### config.mk
export PLATFORM = sky130hd
export DESIGN_NAME = fu_issue_fifo
export DESIGN_NICKNAME = d
export VERILOG_FILES = /design/src/rtl/fu_issue_fifo.sv
export SDC_FILE = /design/constraint.sdc
export NUM_CORES = 2
export LEC_CHECK = 0
export CORE_MARGIN = 4
export CORE_UTILIZATION = 25
export CTS_CLUSTER_DIAMETER = 50
export DETAILED_ROUTE_END_ITERATION = 6
export PLACE_DENSITY_LB_ADDON = 0.08
export SYNTH_ARGS = -nofsm -noshare
export SYNTH_HDL_FRONTEND = slang
export SYNTH_SLANG_ARGS = --single-unit
export TNS_END_PERCENT = 30
### constraint.sdc
create_clock -name clock -period 14.1 [get_ports clock]
set_input_delay 2.115 -clock clock [delete_from_list [all_inputs] [get_ports clock]]
set_output_delay 2.115 -clock clock [all_outputs]
set_load 0.05 [all_outputs]
### src/rtl/fu_issue_fifo.sv
// Per-FU issue queue between the RS issue stage and one functional-unit class.
// Accepts up to three matching packets per cycle and presents them head-first to the FU.
module fu_issue_fifo #(
    parameter int unsigned  DEPTH   = 8,
    parameter logic [1:0]   FU_TYPE = 2'd0,  // ALU_1=0, LS_1=1, MULT_1=2, BRANCH=3
    localparam int unsigned PKT_W   = 72,
    localparam int unsigned CNT_W   = $clog2(DEPTH + 1)
) (
    input  logic                  clock,
    input  logic                  reset,
    input  logic [2:0][PKT_W-1:0] issue_insts,
    input  logic                  squash,
    input  logic                  fu_ready,
    output logic [PKT_W-1:0]      fu_packet,
    output logic                  fifo_stall,
    output logic [CNT_W-1:0]      count,
    output logic                  overflow_err
);

    localparam int unsigned IDX_W = $clog2(DEPTH);

    typedef struct packed {
        logic        valid;
        logic [1:0]  fu_sel;
        logic [31:0] pc;
        logic [31:0] inst;
        logic [4:0]  dest_tag;
    } rs_s_packet_t;

    rs_s_packet_t     mem_q [DEPTH];
    logic [DEPTH-1:0] vld_q, vld_d;
    logic [IDX_W-1:0] head_q, head_d, tail_q, tail_d;
    logic [CNT_W-1:0] count_q, count_d, free;

    logic [2:0]       wr_en;
    logic [IDX_W-1:0] wr_idx [3];
    rs_s_packet_t     wr_pkt [3];
    rs_s_packet_t     slot, head_pkt;
    logic [1:0]       n_stored;
    logic             dropped, pop;

    // Index arithmetic that wraps correctly for non-power-of-two depths.
    function automatic logic [IDX_W-1:0] wrap_add(input logic [IDX_W-1:0] base,
                                                  input logic [1:0] off);
        logic [IDX_W:0] sum;
        sum = {1'b0, base} + {{(IDX_W-1){1'b0}}, off};
        if (sum >= (IDX_W+1)'(DEPTH)) begin
            sum = sum - (IDX_W+1)'(DEPTH);
        end
        return sum[IDX_W-1:0];
    endfunction

    always_comb begin
        free     = CNT_W'(DEPTH) - count_q;
        pop      = fu_ready && (count_q != '0) && !squash;
        n_stored = '0;
        dropped  = 1'b0;
        wr_en    = '0;
        slot     = '0;
        for (int k = 0; k < 3; k++) begin
            wr_idx[k] = '0;
            wr_pkt[k] = '0;
        end
        // Slot 2 has RS priority; room is judged before this cycle's pop.
        for (int s = 2; s >= 0; s--) begin
            slot = issue_insts[s];
            if (slot.valid && (slot.fu_sel == FU_TYPE)) begin
                if (CNT_W'(n_stored) < free) begin
                    wr_en[n_stored]  = !squash;
                    wr_idx[n_stored] = wrap_add(tail_q, n_stored);
                    wr_pkt[n_stored] = slot;
                    n_stored         = n_stored + 2'd1;
                end else begin
                    dropped = 1'b1;
                end
            end
        end
    end

    always_comb begin
        head_d  = head_q;
        tail_d  = tail_q;
        count_d = count_q;
        vld_d   = vld_q;
        if (squash) begin
            head_d  = '0;
            tail_d  = '0;
            count_d = '0;
            vld_d   = '0;
        end else begin
            if (pop) begin
                head_d        = wrap_add(head_q, 2'd1);
                vld_d[head_q] = 1'b0;
            end
            for (int k = 0; k < 3; k++) begin
                if (wr_en[k]) begin
                    vld_d[wr_idx[k]] = 1'b1;
                end
            end
            tail_d  = wrap_add(tail_q, n_stored);
            count_d = count_q + CNT_W'(n_stored) - CNT_W'(pop);
        end
    end

    always_ff @(posedge clock or negedge reset) begin
        if (!reset) begin
            head_q  <= '0;
            tail_q  <= '0;
            count_q <= '0;
            vld_q   <= '0;
        end else begin
            head_q  <= head_d;
            tail_q  <= tail_d;
            count_q <= count_d;
            vld_q   <= vld_d;
        end
    end

    // Payload needs no reset; only the valid bits carry state meaning.
    always_ff @(posedge clock) begin
        for (int k = 0; k < 3; k++) begin
            if (wr_en[k]) begin
                mem_q[wr_idx[k]] <= wr_pkt[k];
            end
        end
    end

    always_comb begin
        head_pkt = '0;
        if ((count_q != '0) && !squash) begin
            head_pkt       = mem_q[head_q];
            head_pkt.valid = vld_q[head_q];
        end
        fu_packet = head_pkt;
    end

    assign count        = count_q;
    assign fifo_stall   = free < CNT_W'(3);
    assign overflow_err = dropped && !squash;

endmodule

==> results.md <==
* Outcome: complete, no violations
* Mapped Area at around 38000 um2
* # nets final at roughly 3700
* Fillers at 15300
* Slew Viols, Final at 0
* CTS tree: built
* Worst hold slack at around 570 ps
* Clock sink count at a little under 600
* Final worst setup slack at 3740 ps
* First-pass GRT wire length at 272000 um
* Tmin final at 10360 ps
* Drt via density at slightly above 6
* GRT overflow at 0
* Worst rel slew slack at 9.67%
* Fin. Hold Viols at 0
* RSZ-0062 raised after global routing: no
* Worst-case clock buffer depth at 3
* Post-Route WL at 195000 um
* Area growth, synth to finish at 21.5%
* Worst slew pin tran at between 1000 and 1500 ps
* Largest net degree at the start of global routing at about 180
* Mux cell area share after synthesis at 12.3%
* Num CTS Buffers at between 100 and 150
* Power, Total at about 7.0 mW
* Synth async-reset ratio at between 3 and 4%
* Layout Skew at approximately 35 ps
* Placer's final routability congestion estimate at a little over 0.8
* Clk root buf: clkbuf_16
* Die area at 157000 um2
* Max-cap violations at 0
* Vias in the first global route at 34300
* Syn_area_per_cell at 11.1 um2
* Register area at 17500 um2
* Synth Area in XOR/XNOR at less than 1%
* Netlist cell types at 71
* CORE AREA at 150000 um2
* Synth Instances at ~3400
* Hold_buf cts at 0
* Post-route DRC at 0
* # rows at about 140
* Number of synthesized flops with an enable pin at about 570
* P_leak at around 15 nW
* ANT nets after route at 0
* WL per Instance at ~35 um
* Simple-gate share of the synthesized area at under 10%
* Register area share after synthesis at a little under half
* Finished Cell Area at approximately 46000 um2
* Adder-cell area share of the yosys netlist at less than 1%
* Postcts setup bufs at 0
* Final TNS setup at 0 ps
* Synth Area in Compound Gates at around a quarter
* Initial Utilization at between 20% and 30%
* Maximum vdd drop at slightly above 0.00008 V
* Post-DP HPWL at around 110000 um
* Port Buffer Count at approximately 300
* Ys flop type: edfxtp_1
* Largest family of logic cells by synthesized area: compound AO/OA/AOI/OAI gates
* IO Pins at about 300
* Pwr Density at about 150 nW/um2
* H-tree lvl count at 3
* Drt initial violations at between 3000 and 4000
* Data required, critical path at approximately 12000 ps
* Min-delay worst type: reg -> reg
* Critical path endpoint category: primary output
* Die Wd at ~400 um
* Post-CTS sizing at 0
* Clock latency on the worst-skew pair at about 700 ps
* GRT Overall Usage at a little under a quarter
* Fmax at just under 100 MHz
* Pre-CTS WS at between 3000 and 4000 ps
* Initial antenna violation count at 3
* #FFs+latches synth at ~600
* Critical path type: in -> out
* Fin crit share at between 70% and 80%
* # placed instances at between 5000 and 6000
* Final core utilization at between 30% and 40%
* Vias at approximately 34000
* Final Non-Filler Cells at between 5000 and 6000
* Worst-path clk slew at ~50 ps
* DR pass1 iterations at 5
* Number of synthesis warnings at 0
* Die height at 397 um
* Final setup violation count at 0
* Crit path DAT at a little over 8000 ps
* Layout cell share with drive strength beyond 1 at 13.4%
* CP max FO at 40
* Dpl cell area at 42500 um2
* Area of the multi-input gates at about 19000 um2
* Crit start category: primary input
[worst paths after layout]
path,from,end,slack (ps),depth (start not counted)
worst max-delay path,issue_insts[215],overflow_err,3740,15
worst min-delay path,vld_q[5],vld_q[5],570,2
worst max register to register,count[1],mem_q[2][27],4780,22
worst min register to register,vld_q[5],vld_q[5],570,2
max in group asynchronous,reset,head_q[2],11910,2
min in group asynchronous,reset,vld_q[5],1830,2
[cells in the mapped netlist (all sizes together), types with 3 or more instances]
cell	n	area share, %
a2111oi	5	0.19
o2bb2ai	69	1.6
a31oi	11	0.18
o211ai	8	0.17
clkbuf	353	3.5
and2	3	0.050
a21oi	433	5.7
o21ai	80	1.1
nor2b	5	0.083
mux4	144	8.6
nor4	3	0.050
fa	3	0.16
nand2b	11	0.18
o31a	5	0.12
o221ai	3	0.070
edfxtp	568	45
and3	69	1.1
nor3b	210	4.2
nand2	153	1.5
mux2i	142	3.8
xnor2	3	0.070
nand3	6	0.079
inv	22	0.22
a221oi	348	8.2
buf	127	1.5
a311o	69	1.8
dfrtp	18	1.2
o22ai	6	0.099
o211a	3	0.079
o2111a	3	0.089
o31ai	76	1.5
nor2	102	1.0
ha	15	0.50
a211oi	139	2.8
a311oi	69	1.6
or3	5	0.083
nor3	74	1.0
o21a	4	0.079
[routing by layer]
| metal | global-route usage, % | part of all wire [%] | wire length [um] | vias to the layer above |
|---|---|---|---|---|
| met3 | 3.54 | 7.0 | 13700 | 361 |
| met5 | 0 | 0 | 0 | - |
| li1 | - | - | - | 14100 |
| met4 | 8.39 | 3.4 | 6650 | 0 |
| met1 | 32.8 | 43 | 84000 | 17600 |
| met2 | 38.7 | 46 | 90600 | 1777 |
[flip-flops by register name, indices dropped and copies added, names as in the netlist]
signal,cells
tail_q,3
mem_q,568
count,4
vld_q,8
head_q,3
[cells by family (layout without fill, tap and decap cells)]
logic type / Yosys count / after routing
flip-flops: 586 / 586
AND/OR/NAND/NOR: 650 / 650
XOR/XNOR: 5 / 5
buffers and inverters: 502 / 609
AO/OA/AOI/OAI: 1343 / 1343
adder cells (fa/ha/maj): 18 / 18
other: 1 / 17
multiplexers: 286 / 286
[cell type report]
type	instances	share of cell area, %
antenna	1	0.00545
clock buffer	121	5.92
clock inverter	78	1.51
inverter	22	0.188
multi-input combinational	2318	40.7
sequential	586	38.1
tap	2016	5.49
timing repair buffer	388	8.04
[power breakdown]
part           internal, mW  leakage, nW  switching (mW)
Combinational         0.875         7.95            1.46
Sequential             2.09         5.47          0.0681
Clock                  1.53         1.63           0.971
Total                  4.50         15.1            2.50
[placed cells by master, fill, tap and decap left out, drive strengths merged, types with 121 or more instances in the layout]
cell type        n
edfxtp         568
a21oi          433
a221oi         348
clkdlybuf4s50  296
nor3b          210
nand2          153
mux4           144
mux2i          142
a211oi         139
clkbuf         121
[critical path: stages]
cell,delay (ps)
clkdlybuf4s50_1,440
nor3b_2,730
o21ai_1,360
inv_4,570
ha_1,250
nor4bb_1,240
a31oi_1,70
o21a_1,150
buf_4,210
clkinv_2,630
o21ai_0,170
nand2b_1,110
a222oi_1,70
nor3_1,1070
clkdlybuf4s50_1,1000
No activity file was read; power rests on OpenSTA's default activity.
